$ cat src/rtl/sr_write_queue.sv
// SR write queue: buffers SR write requests and drains them in order, one per cycle, into the SR file write port.
// Defining SR_WRITE_QUEUE_BYPASS_EN builds the youngest-match bypass lookup; otherwise the lookup outputs are tied to zero.

`ifndef HBIT_TGT_GP
`define HBIT_TGT_GP 5
`endif
`ifndef HBIT_DATA
`define HBIT_DATA 31
`endif

module sr_write_queue #(
    parameter int DEPTH = 4
) (
    input  logic                        iw_clk,
    input  logic                        iw_rst_n,
    input  logic                        iw_req_valid,
    input  logic [`HBIT_TGT_GP:0]       iw_req_addr,
    input  logic [`HBIT_DATA:0]         iw_req_data,
    output logic                        ow_req_ready,
    input  logic                        iw_drain_en,
    input  logic                        iw_flush,
    output logic                        ow_write_enable,
    output logic [`HBIT_TGT_GP:0]       ow_write_addr,
    output logic [`HBIT_DATA:0]         ow_write_data,
    input  logic [`HBIT_TGT_GP:0]       iw_lookup_addr1,
    input  logic [`HBIT_TGT_GP:0]       iw_lookup_addr2,
    output logic                        ow_lookup_hit1,
    output logic                        ow_lookup_hit2,
    output logic [`HBIT_DATA:0]         ow_lookup_data1,
    output logic [`HBIT_DATA:0]         ow_lookup_data2,
    output logic [$clog2(DEPTH):0]      ow_count,
    output logic                        ow_empty
);

    localparam int AW = $clog2(DEPTH);
    localparam int CW = $clog2(DEPTH) + 1;
    localparam int RW = `HBIT_TGT_GP + 1;
    localparam int DW = `HBIT_DATA + 1;
    localparam logic [CW-1:0] FULL_CNT = CW'(DEPTH);

    logic [AW-1:0] r_head;
    logic [AW-1:0] r_tail;
    logic [CW-1:0] r_count;
    logic [RW-1:0] r_addr_mem [DEPTH];
    logic [DW-1:0] r_data_mem [DEPTH];

    logic w_full;
    logic w_empty;
    logic w_push;
    logic w_pop;

    assign w_empty = (r_count == '0);
    assign w_full  = (r_count == FULL_CNT);

    // Ready looks only at the registered count, so a full queue stays not-ready even while popping.
    assign w_push = iw_req_valid && !w_full && !iw_flush;
    assign w_pop  = !w_empty && iw_drain_en && !iw_flush;

    assign ow_req_ready    = !w_full;
    assign ow_empty        = w_empty;
    assign ow_count        = r_count;
    assign ow_write_enable = w_pop;
    assign ow_write_addr   = r_addr_mem[r_head];
    assign ow_write_data   = r_data_mem[r_head];

    always_ff @(posedge iw_clk or negedge iw_rst_n) begin
        if (!iw_rst_n) begin
            r_head  <= '0;
            r_tail  <= '0;
            r_count <= '0;
        end else if (iw_flush) begin
            r_head  <= '0;
            r_tail  <= '0;
            r_count <= '0;
        end else begin
            if (w_push) begin
                r_tail <= r_tail + 1'b1;
            end
            if (w_pop) begin
                r_head <= r_head + 1'b1;
            end
            case ({w_push, w_pop})
                2'b10:   r_count <= r_count + 1'b1;
                2'b01:   r_count <= r_count - 1'b1;
                default: r_count <= r_count;
            endcase
        end
    end

    always_ff @(posedge iw_clk or negedge iw_rst_n) begin
        if (!iw_rst_n) begin
            for (int i = 0; i < DEPTH; i++) begin
                r_addr_mem[i] <= '0;
                r_data_mem[i] <= '0;
            end
        end else if (w_push) begin
            r_addr_mem[r_tail] <= iw_req_addr;
            r_data_mem[r_tail] <= iw_req_data;
        end
    end

`ifdef SR_WRITE_QUEUE_BYPASS_EN
    // Walk from head to tail so a later (younger) match overwrites an earlier one.
    function automatic logic [DW:0] f_lookup(input logic [RW-1:0] q_addr);
        logic [DW:0]   res;
        logic [AW-1:0] idx;
        res = '0;
        for (int k = 0; k < DEPTH; k++) begin
            idx = r_head + AW'(k);
            if ((CW'(k) < r_count) && (r_addr_mem[idx] == q_addr)) begin
                res = {1'b1, r_data_mem[idx]};
            end
        end
        return res;
    endfunction

    logic [DW:0] w_lookup1;
    logic [DW:0] w_lookup2;

    always_comb begin
        w_lookup1 = f_lookup(iw_lookup_addr1);
        w_lookup2 = f_lookup(iw_lookup_addr2);
    end

    assign ow_lookup_hit1  = w_lookup1[DW];
    assign ow_lookup_data1 = w_lookup1[DW-1:0];
    assign ow_lookup_hit2  = w_lookup2[DW];
    assign ow_lookup_data2 = w_lookup2[DW-1:0];
`else
    logic w_lookup_unused;
    assign w_lookup_unused = ^{iw_lookup_addr1, iw_lookup_addr2};

    assign ow_lookup_hit1  = 1'b0;
    assign ow_lookup_data1 = '0;
    assign ow_lookup_hit2  = 1'b0;
    assign ow_lookup_data2 = '0;
`endif

endmodule
$ cat config.mk
export PLATFORM = sky130hd
export DESIGN_NAME = sr_write_queue
export DESIGN_NICKNAME = d
export VERILOG_FILES = /design/src/rtl/sr_write_queue.sv
export SDC_FILE = /design/constraint.sdc
export NUM_CORES = 1
export LEC_CHECK = 0
export ABC_CLOCK_PERIOD_IN_PS = 2780
export CORE_MARGIN = 3
export CORE_UTILIZATION = 40
export CTS_CLUSTER_DIAMETER = 30
export CTS_CLUSTER_SIZE = 14
export DETAILED_ROUTE_END_ITERATION = 10
export GPL_TIMING_DRIVEN = 0
export HOLD_SLACK_MARGIN = 0.03
export MAX_ROUTING_LAYER = met4
export PLACE_DENSITY = 0.75
export SLEW_MARGIN = 20
export SYNTH_ARGS = -nofsm -noshare
export SYNTH_HDL_FRONTEND = slang
export SYNTH_SLANG_ARGS = --single-unit
$ cat constraint.sdc
create_clock -name iw_clk -period 2.78 [get_ports iw_clk]
set_input_delay 0.417 -clock iw_clk [delete_from_list [all_inputs] [get_ports iw_clk]]
set_output_delay 0.417 -clock iw_clk [all_outputs]
set_load 0.02 [all_outputs]
==> flow_metrics.env, run 1 <==
export IMPL_outcome="completed"
export IMPL_clock_latency_ns=0.42
export IMPL_drv_cap=0
export IMPL_cts_max_level=4
export IMPL_max_stage_delay_ns=0.56
export IMPL_pwr_share_comb_pct=31.7
export IMPL_clkTransAtPathRegs_ns=0.07
export IMPL_numCtsBuffers=17
export IMPL_synth_common_cells="dfrtp_1, mux2_4, mux2_2, buf_4, mux4_2"
export IMPL_grt_met3_usage_pct=4.257
export IMPL_tns_ns=0
export IMPL_cp_max_fo=10
export IMPL_final_antenna_net_count=0
export IMPL_yosys_warnings=0
export IMPL_synth_cell_types=37
export IMPL_nets=726
export IMPL_syn2layout_area_growth_pct=26.32
export IMPL_vias_per_cell=4.668
export IMPL_p_leak_uw=0.004797
export IMPL_seqCellArea_um2=3979
export IMPL_setup_violations=0
export IMPL_yosysTopAreaCellShare_pct=49.83
export IMPL_cts_tree="done"
export IMPL_period_needed_ns=2.678
export IMPL_synthArstFlopShare_pct=100.0
export IMPL_intPower_uw=6191
export IMPL_die_h_um=147.3
export IMPL_root_buffer="clkbuf_16"
export IMPL_drt_wl_total_mm=16.93
export IMPL_synth_most_common_cell="dfrtp_1"
export IMPL_critPathRequiredTime_ns=2.36
export IMPL_startpoint_type="register"
export IMPL_p_switching_uw=2415
export IMPL_ys_seq_area_share_pct=49.83
export IMPL_path_class="reg -> out"
export IMPL_synth_edf_count=0
export IMPL_power_share_clock_pct=27.5
export IMPL_layout_worst_path_cycle_share_pct=96.34
export IMPL_fin_ws_ns=0.1018
export IMPL_drt_iter0_drc=166
export IMPL_clock_sinks=159
export IMPL_finalWeightedCongestion=0.7170
export IMPL_start_util_pct=40.89
export IMPL_hold_path_class="in -> reg"
export IMPL_core_region_area_um2=19530
export IMPL_netlist_instances=496
export IMPL_diodes=0
export IMPL_final_max_slew_viol_count=0
export IMPL_power_share_switching_pct=28.06
export IMPL_grt_overflow=0
export IMPL_grt_pass1_wl_mm=27.73
export IMPL_fillers=1647
export IMPL_arrival_ns=2.26
export IMPL_seq_power_share_pct=40.8
export IMPL_tightest_slew_ns=0.5060
export IMPL_synth_area_leaders="dfrtp_1, mux2_4, mux4_2"
export IMPL_grt_max_degree=96
export IMPL_syn_avg_cell_area_um2=16.10
export IMPL_skew_ns=0.01298
export IMPL_vias=4407
export IMPL_crit_family="buffers and inverters"
export IMPL_io_buffers=85
export IMPL_syn_area_um2=7985
export IMPL_path_buf_inv=2
export IMPL_yosysTopAreaCell="dfrtp_1"
export IMPL_fp_dieW_um=147.3
export IMPL_post_cts_buffers=0
export IMPL_grt_pass1_vias=5013
export IMPL_slew_headroom_pct=66.27
export IMPL_p_per_area_nw_per_um2=853.2
export IMPL_antenna_found_initial=0
export IMPL_finalHoldViolCount=0
export IMPL_synth_seq_cells=159
export IMPL_yosys_most_used_dff="dfrtp_1"
export IMPL_vdd_drop_max_mv=0.3670
export IMPL_grt_setup_unrepaired="no"
export IMPL_die_area_um2=21690
export IMPL_place_hpwl_mm=11.59
export IMPL_drc=0
export IMPL_boundaryPins=165
export IMPL_layout_drive_gt1_share_pct=47.13
export IMPL_pre_cts_ws_ns=-0.2494
export IMPL_endpoint_kind="output port"
export IMPL_grt_total_usage_pct=16.86
export IMPL_fmax_mhz=373.4
export IMPL_crit_slowest_cell="clkdlybuf4s50_1"
export IMPL_crit_path_cell_trace="buf_6 > mux4_2 > clkdlybuf4s50_1"
export IMPL_dr_pass1_iters=4
export IMPL_post_drt_wl_per_cell_um=17.94
export IMPL_busiest_layer="met2"
export IMPL_clockBufferDepth=2
export IMPL_use_met2_pct=28.29
export IMPL_multiInputGateArea_um2=3462
export IMPL_grt_use_met1_pct=20.61
export IMPL_fp_row_count=51
==> flip-flops by register name, indices dropped and copies added, names as in the netlist <==
| register | count |
|---|---|
| r_data_mem | 128 |
| r_tail | 2 |
| ow_count | 3 |
| r_addr_mem | 24 |
| r_head | 2 |
==> power by group through the flow <==
stage               registers, uW  logic, uW  clock network (uW)
finish                       3510       2730                2360
global route                 3610       2900                2510
CTS                          3510       2770                2410
detailed placement           3530       2740                   0
global placement             3440       2660                   0
floorplan                    3370       1960                   0
==> path summary, 6_finish.rpt <==
kind	start	to	slack (ns)	cells after the start
worst min register to register	r_data_mem[60]	r_data_mem[60]	0.50	1
min in group asynchronous	iw_rst_n	r_data_mem[126]	0.52	2
worst min-delay path	iw_flush	r_tail[0]	0.40	2
max in group asynchronous	iw_rst_n	r_data_mem[110]	1.42	3
worst max-delay path	r_head[0]	ow_write_data[13]	0.10	3
worst max register to register	ow_count[0]	ow_count[2]	0.42	7
==> cell families after synthesis <==
group / after synthesis / synth area share (%)
AOI/OAI and AO/OA: 9 / 0.7366
and+or+nand+nor: 32 / 2.288
DFF: 159 / 49.83
xor gates and xnor gates: 4 / 0.4388
adders and majority gates: 5 / 0.8775
muxes: 190 / 35.91
other: 1 / 0.04696
buffers and inverters: 96 / 9.871
==> what timing repair did <==
action,CTS,global route
gates resized for setup,14,1
endpoints found under the hold margin,64,0
hold buffers,1,0
setup endpoints to repair,38,2
==> cells in the final DEF (no fill, tap or decap), drive strengths merged <==
master and n:
dfrtp 159, mux2 152, buf 90, clkdlybuf4s50 84
conb 66, mux4 38, clkbuf 26, nand2 8
nor2 7, clkinvlp 6, ha 4, inv 4
nor3 3, nand2b 3, nand3 3, xor2 2
xnor2 2, o21ai 2, a21oi 2, bufinv 2
or3b 2, nor2b 1, and3b 1, a41oi 1
and2b 1, a211oi 1, or3 1, nand3b 1
o21bai 1, or4 1, o221ai 1, a31oi 1
fa 1, clkinv 1, dlygate4sd3 1
==> metrics by stage <==
step           cell area, um^2  std cells  utilization [%]  hold slack [ns]  power, uW
2_1_floorplan             8229        561                -           0.1214       5330
3_3_place_gp              9412        911            48.20           0.4812       6100
3_5_place_dp              9444        912            48.37           0.3890       6274
4_1_cts                  10090        944            51.66           0.3754       8690
5_1_grt                  10090        944            51.66           0.4270       9009
6_report                 10090        944            51.66           0.4047       8606
==> area by class of cell <==
cell class                 count  area share [%]
tap                          265           3.287
buffer                        93           8.050
clock inverter                11           1.302
clock buffer                  21           4.664
multi-input combinational    306           34.32
timing repair buffer          87           8.856
inverter                       2         0.07442
sequential                   159           39.44
==> layer usage <==
metal,vias to the layer above,part of all wire (%)
met5,-,0
met4,0,1.0
met3,13,3.4
met2,96,52
met1,2308,43
li1,1990,-
No activity file was read; power rests on OpenSTA's default activity.
==> run 2, diff against run 1 <==
CORE_MARGIN = not set   (was 3)
SETUP_SLACK_MARGIN = 0.2   (was not set)
==> flow_metrics.env, run 2 (synthesis results as in run 1) <==
export IMPL_outcome="completed"
export IMPL_final_util_pct=51.62
export IMPL_regToRegEndpoint="ow_count[2]"
export IMPL_seq_power_share_pct=41.8
export IMPL_die_h_um=143.3
export IMPL_boundaryPins=165
export IMPL_clock_latency_ns=0.42
export IMPL_min_delay_path_depth=2
export IMPL_fin_hold_ws_ns=0.3908
export IMPL_period_needed_ns=2.491
export IMPL_grt_pass1_vias=4830
export IMPL_syn2layout_area_growth_pct=26.23
export IMPL_largest_reg_flops=128
export IMPL_hp_start="iw_flush"
export IMPL_grt_overflow=0
export IMPL_startpoint="r_head[0]"
export IMPL_core_region_area_um2=19530
export IMPL_startpoint_type="register"
export IMPL_final_max_slew_viol_count=0
export IMPL_vdd_drop_max_mv=0.2994
export IMPL_p_leak_uw=0.004951
export IMPL_grt_pass1_wl_mm=26.48
export IMPL_slew_headroom_pct=62.19
export IMPL_post_cts_buffers=0
export IMPL_intPower_uw=5961
export IMPL_drc=0
export IMPL_layout_drive_gt1_share_pct=47.87
export IMPL_tightest_slew_ns=0.5672
export IMPL_finalHoldViolCount=0
export IMPL_clkTransAtPathRegs_ns=0.07
export IMPL_pre_cts_ws_ns=-0.2715
export IMPL_critPathRequiredTime_ns=2.36
export IMPL_fillers=1674
export IMPL_arrival_ns=2.07
export IMPL_vias_per_cell=4.749
export IMPL_cts_tree="done"
export IMPL_reg2reg_slack_ns=0.40
export IMPL_drt_wl_total_mm=16.52
export IMPL_finalWeightedCongestion=0.7835
export IMPL_layout_worst_path_cycle_share_pct=89.62
export IMPL_grt_setup_unrepaired="no"
export IMPL_cts_max_level=4
export IMPL_r2r_start="ow_count[1]"
export IMPL_diodes=0
export IMPL_start_util_pct=40.89
export IMPL_dr_pass1_iters=5
export IMPL_cp_max_fo=10
export IMPL_drt_iter0_drc=142
export IMPL_drv_cap=0
export IMPL_skew_ns=0.007298
export IMPL_power_share_clock_pct=27.1
export IMPL_pwr_share_comb_pct=31.1
export IMPL_fp_dieW_um=143.3
export IMPL_setup_violations=0
export IMPL_p_per_area_nw_per_um2=829.1
export IMPL_antenna_found_initial=0
export IMPL_hold_path_class="in -> reg"
export IMPL_post_drt_wl_per_cell_um=17.46
export IMPL_total_power_uw=8357
export IMPL_fp_row_count=51
export IMPL_fin_ws_ns=0.2887
export IMPL_grt_max_degree=108
export IMPL_final_antenna_net_count=0
export IMPL_nets=728
export IMPL_final_common_cell="dfrtp_1"
export IMPL_die_area_um2=20530
export IMPL_clock_sinks=159
export IMPL_io_buffers=85
export IMPL_power_share_switching_pct=28.67
export IMPL_fmax_mhz=401.4
export IMPL_endpoint_kind="output port"
export IMPL_vias=4493
export IMPL_top_register="r_data_mem"
export IMPL_p_switching_uw=2396
export IMPL_clockBufferDepth=2
export IMPL_hold_end="r_head[0]"
export IMPL_reg2reg_depth=7
export IMPL_place_hpwl_mm=11.24
export IMPL_layout_common_cells="dfrtp_1, mux2_4, mux2_2"
export IMPL_root_buffer="clkbuf_16"
export IMPL_numCtsBuffers=17
export IMPL_tns_ns=0
export IMPL_path_class="reg -> out"
export IMPL_grt_total_usage_pct=17.71
-- run 2: layer usage --
layer	vias up	part of all wire [%]	track usage [%]
li1	1999	-	-
met1	2367	43	22.10
met2	115	52	28.70
met3	12	4.3	4.698
met4	0	0.70	4.423
met5	-	0	-
-- run 2: repair_timing --
action,in CTS,in global routing
hold buffers,1,0
endpoints found under the setup margin,39,12
cloned,1,0
resized for setup,49,13
endpoints found under the hold margin,52,0
-- run 2: worst max path at each step --
stage	slack, ns	depth (start not counted)	to
final	0.29	4	ow_write_data[31]
after global placement	-4.56	1	r_data_mem[10]
after global routing	0.20	4	ow_write_enable
after detailed placement	-0.27	4	ow_write_data[14]
after floorplan	0.20	7	ow_count[2]
after CTS	0.05	4	ow_write_addr[4]
-- run 2: cell type report --
cell class,count,area (um^2),area share (%)
clock inverters,13,128.9,1.279
clock buffers,19,452.9,4.494
flip-flops and latches,159,3979,39.47
repair buffers,88,879.6,8.726
well taps,265,331.6,3.289
plain buffers,94,833.3,8.267
multi-input cells,306,3467,34.40
inverters,2,7.507,0.07448
-- run 2: per-stage QoR --
step	cell area (um^2)	instances
6_report	10080	946
5_1_grt	10080	946
4_1_cts	10050	946
3_5_place_dp	9444	912
3_3_place_gp	9412	911
2_1_floorplan	8229	561
-- run 2: power groups by stage --
stage | clock network (uW) | registers, uW | logic [uW]
floorplan | 0 | 3370 | 1960
global placement | 0 | 3440 | 2650
detailed placement | 0 | 3520 | 2740
CTS | 2330 | 3490 | 2640
global route | 2420 | 3580 | 2780
finish | 2260 | 3500 | 2600
-- run 2: critical path: stages (launching register included) --
cell,delay [ns]
dfrtp_1,0.32
buf_2,0.22
buf_8,0.20
mux4_2,0.56
dlygate4sd2_1,0.35
==> run 3, diff against run 2 <==
CAP_MARGIN = 20   (was not set)
SLEW_MARGIN = not set   (was 20)
==> flow_metrics.env, run 3 (synthesis results as in run 1) <==
export IMPL_numCtsBuffers=17
export IMPL_fin_ws_ns=0.2757
export IMPL_setup_violations=0
export IMPL_path_class="reg -> out"
export IMPL_place_area_um2=9440
export IMPL_final_antenna_net_count=0
export IMPL_diodes=0
export IMPL_drt_wl_total_mm=16.49
export IMPL_crit_family="simple AND/OR/NAND/NOR gates"
export IMPL_grt_overflow=0
export IMPL_crit_path_cell_trace="nor3_2 > nand2b_1 > nor2_1 > clkdlybuf4s50_1"
export IMPL_tightest_slew_ns=0.5578
export IMPL_cp_max_fo=10
export IMPL_fp_row_count=51
export IMPL_fp_dieW_um=143.3
export IMPL_layout_drive_gt1_share_pct=47.50
export IMPL_pre_cts_ws_ns=-0.2615
export IMPL_period_needed_ns=2.504
export IMPL_drt_iter0_drc=116
export IMPL_cts_tree="done"
export IMPL_clkTransAtPathRegs_ns=0.06
export IMPL_outcome="completed"
export IMPL_grt_pass1_wl_mm=26.47
export IMPL_vias=4480
export IMPL_die_h_um=143.3
export IMPL_finalHoldViolCount=0
export IMPL_dp_cells=912
export IMPL_grt_pass1_vias=4841
export IMPL_endpoint_kind="output port"
export IMPL_path_buf_inv=1
export IMPL_largest_reg_flops=128
export IMPL_final_max_slew_viol_count=0
export IMPL_io_buffers=85
export IMPL_dr_pass1_iters=5
export IMPL_final_common_cell="dfrtp_1"
export IMPL_design_area_um2=10050
export IMPL_crit_slowest_cell="clkdlybuf4s50_1"
export IMPL_startpoint_type="register"
export IMPL_clock_sinks=159
export IMPL_slew_headroom_pct=62.81
export IMPL_finalNonFillerCells=945
export IMPL_drc=0
export IMPL_vdd_drop_max_mv=0.3395
export IMPL_fmax_mhz=399.3
export IMPL_hold_path_class="in -> reg"
export IMPL_grt_max_degree=108
export IMPL_core_region_area_um2=19530
export IMPL_finalWeightedCongestion=0.7835
export IMPL_grt_setup_unrepaired="no"
export IMPL_clockBufferDepth=2
export IMPL_root_buffer="clkbuf_16"
export IMPL_grt_total_usage_pct=17.71
export IMPL_antenna_found_initial=0
export IMPL_layout_worst_path_cycle_share_pct=90.08
export IMPL_skew_ns=0.006305
export IMPL_arrival_ns=2.09
export IMPL_vias_per_cell=4.741
export IMPL_drv_cap=0
export IMPL_critPathRequiredTime_ns=2.36
export IMPL_max_stage_delay_ns=0.55
export IMPL_layout_common_cells="dfrtp_1, mux2_4, mux2_2"
export IMPL_clock_latency_ns=0.42
export IMPL_nets=727
export IMPL_syn2layout_area_growth_pct=25.84
export IMPL_p_per_area_nw_per_um2=835.0
export IMPL_boundaryPins=165
export IMPL_start_util_pct=40.89
export IMPL_die_area_um2=20530
export IMPL_top_register="r_data_mem"
export IMPL_p_leak_uw=0.004884
export IMPL_place_hpwl_mm=11.26
export IMPL_cts_max_level=4
export IMPL_post_drt_wl_per_cell_um=17.45
==> run 3: cell types whose count changed in the layout (fill, tap and decap cells not counted), moves of 2 or more <==
cell,previous run,this run
dlymetal6s2s_1,7,1
inv_6,4,1
dlygate4sd2_1,31,37
clkinvlp_4,1,3
buf_6,6,9
buf_8,3,0
clkbuf_1,0,2
==> run 3: path summary, 6_finish.rpt <==
check | from | endpoint | slack, ns | cells past startpoint
max | ow_count[0] | ow_write_enable | 0.28 | 4
min | iw_flush | r_head[0] | 0.40 | 2
max reg2reg | ow_count[0] | ow_count[2] | 0.39 | 7
min reg2reg | r_addr_mem[11] | r_addr_mem[11] | 0.50 | 1
max in group asynchronous | iw_rst_n | r_data_mem[44] | 1.37 | 3
min in group asynchronous | iw_rst_n | r_data_mem[123] | 0.51 | 2
==> run 3: cell type report <==
| type | instances | area, um^2 |
|---|---|---|
| Multi-Input combinational cell | 306 | 3467 |
| Timing Repair Buffer | 87 | 845.8 |
| Tap cell | 265 | 331.6 |
| Sequential cell | 159 | 3979 |
| Clock inverter | 12 | 136.4 |
| Buffer | 94 | 824.5 |
| Fill cell | 1668 | 9478 |
| Inverter | 2 | 7.507 |
| Clock buffer | 20 | 456.7 |
==> run 3: power by group <==
part	switching, uW	internal [uW]
registers	415	3080
clock network	949	1370
logic	1010	1560
==> run 3: routing by layer <==
| metal | global-route usage (%) | part of all wire (%) | up-vias |
|---|---|---|---|
| met5 | - | 0 | - |
| met2 | 28.65 | 51 | 128 |
| met3 | 3.965 | 4.4 | 22 |
| met1 | 22.04 | 43 | 2332 |
| li1 | - | - | 1998 |
| met4 | 5.879 | 1.3 | 0 |
==> run 3: stage by stage <==
stage          setup TNS [ns]  power [uW]  utilization, %  hold slack, ns
4_1_cts                     0        8468           51.42          0.3731
2_1_floorplan               0        5330               -          0.1214
3_5_place_dp           -2.464        6259           48.35          0.3961
5_1_grt                     0        8810           51.46          0.4082
6_report                    0        8391           51.46          0.3988
3_3_place_gp          -724.92        6092           48.20          0.4812
==> run 3: timing repair <==
item                                    in CTS  in global routing
cloned                                       0                  0
pin swaps                                    0                  0
setup buffers                                0                  0
hold endpoints to repair                    52                  0
hold buffers                                 1                  0
endpoints found under the setup margin      39                  3
resized for setup                           54                  2
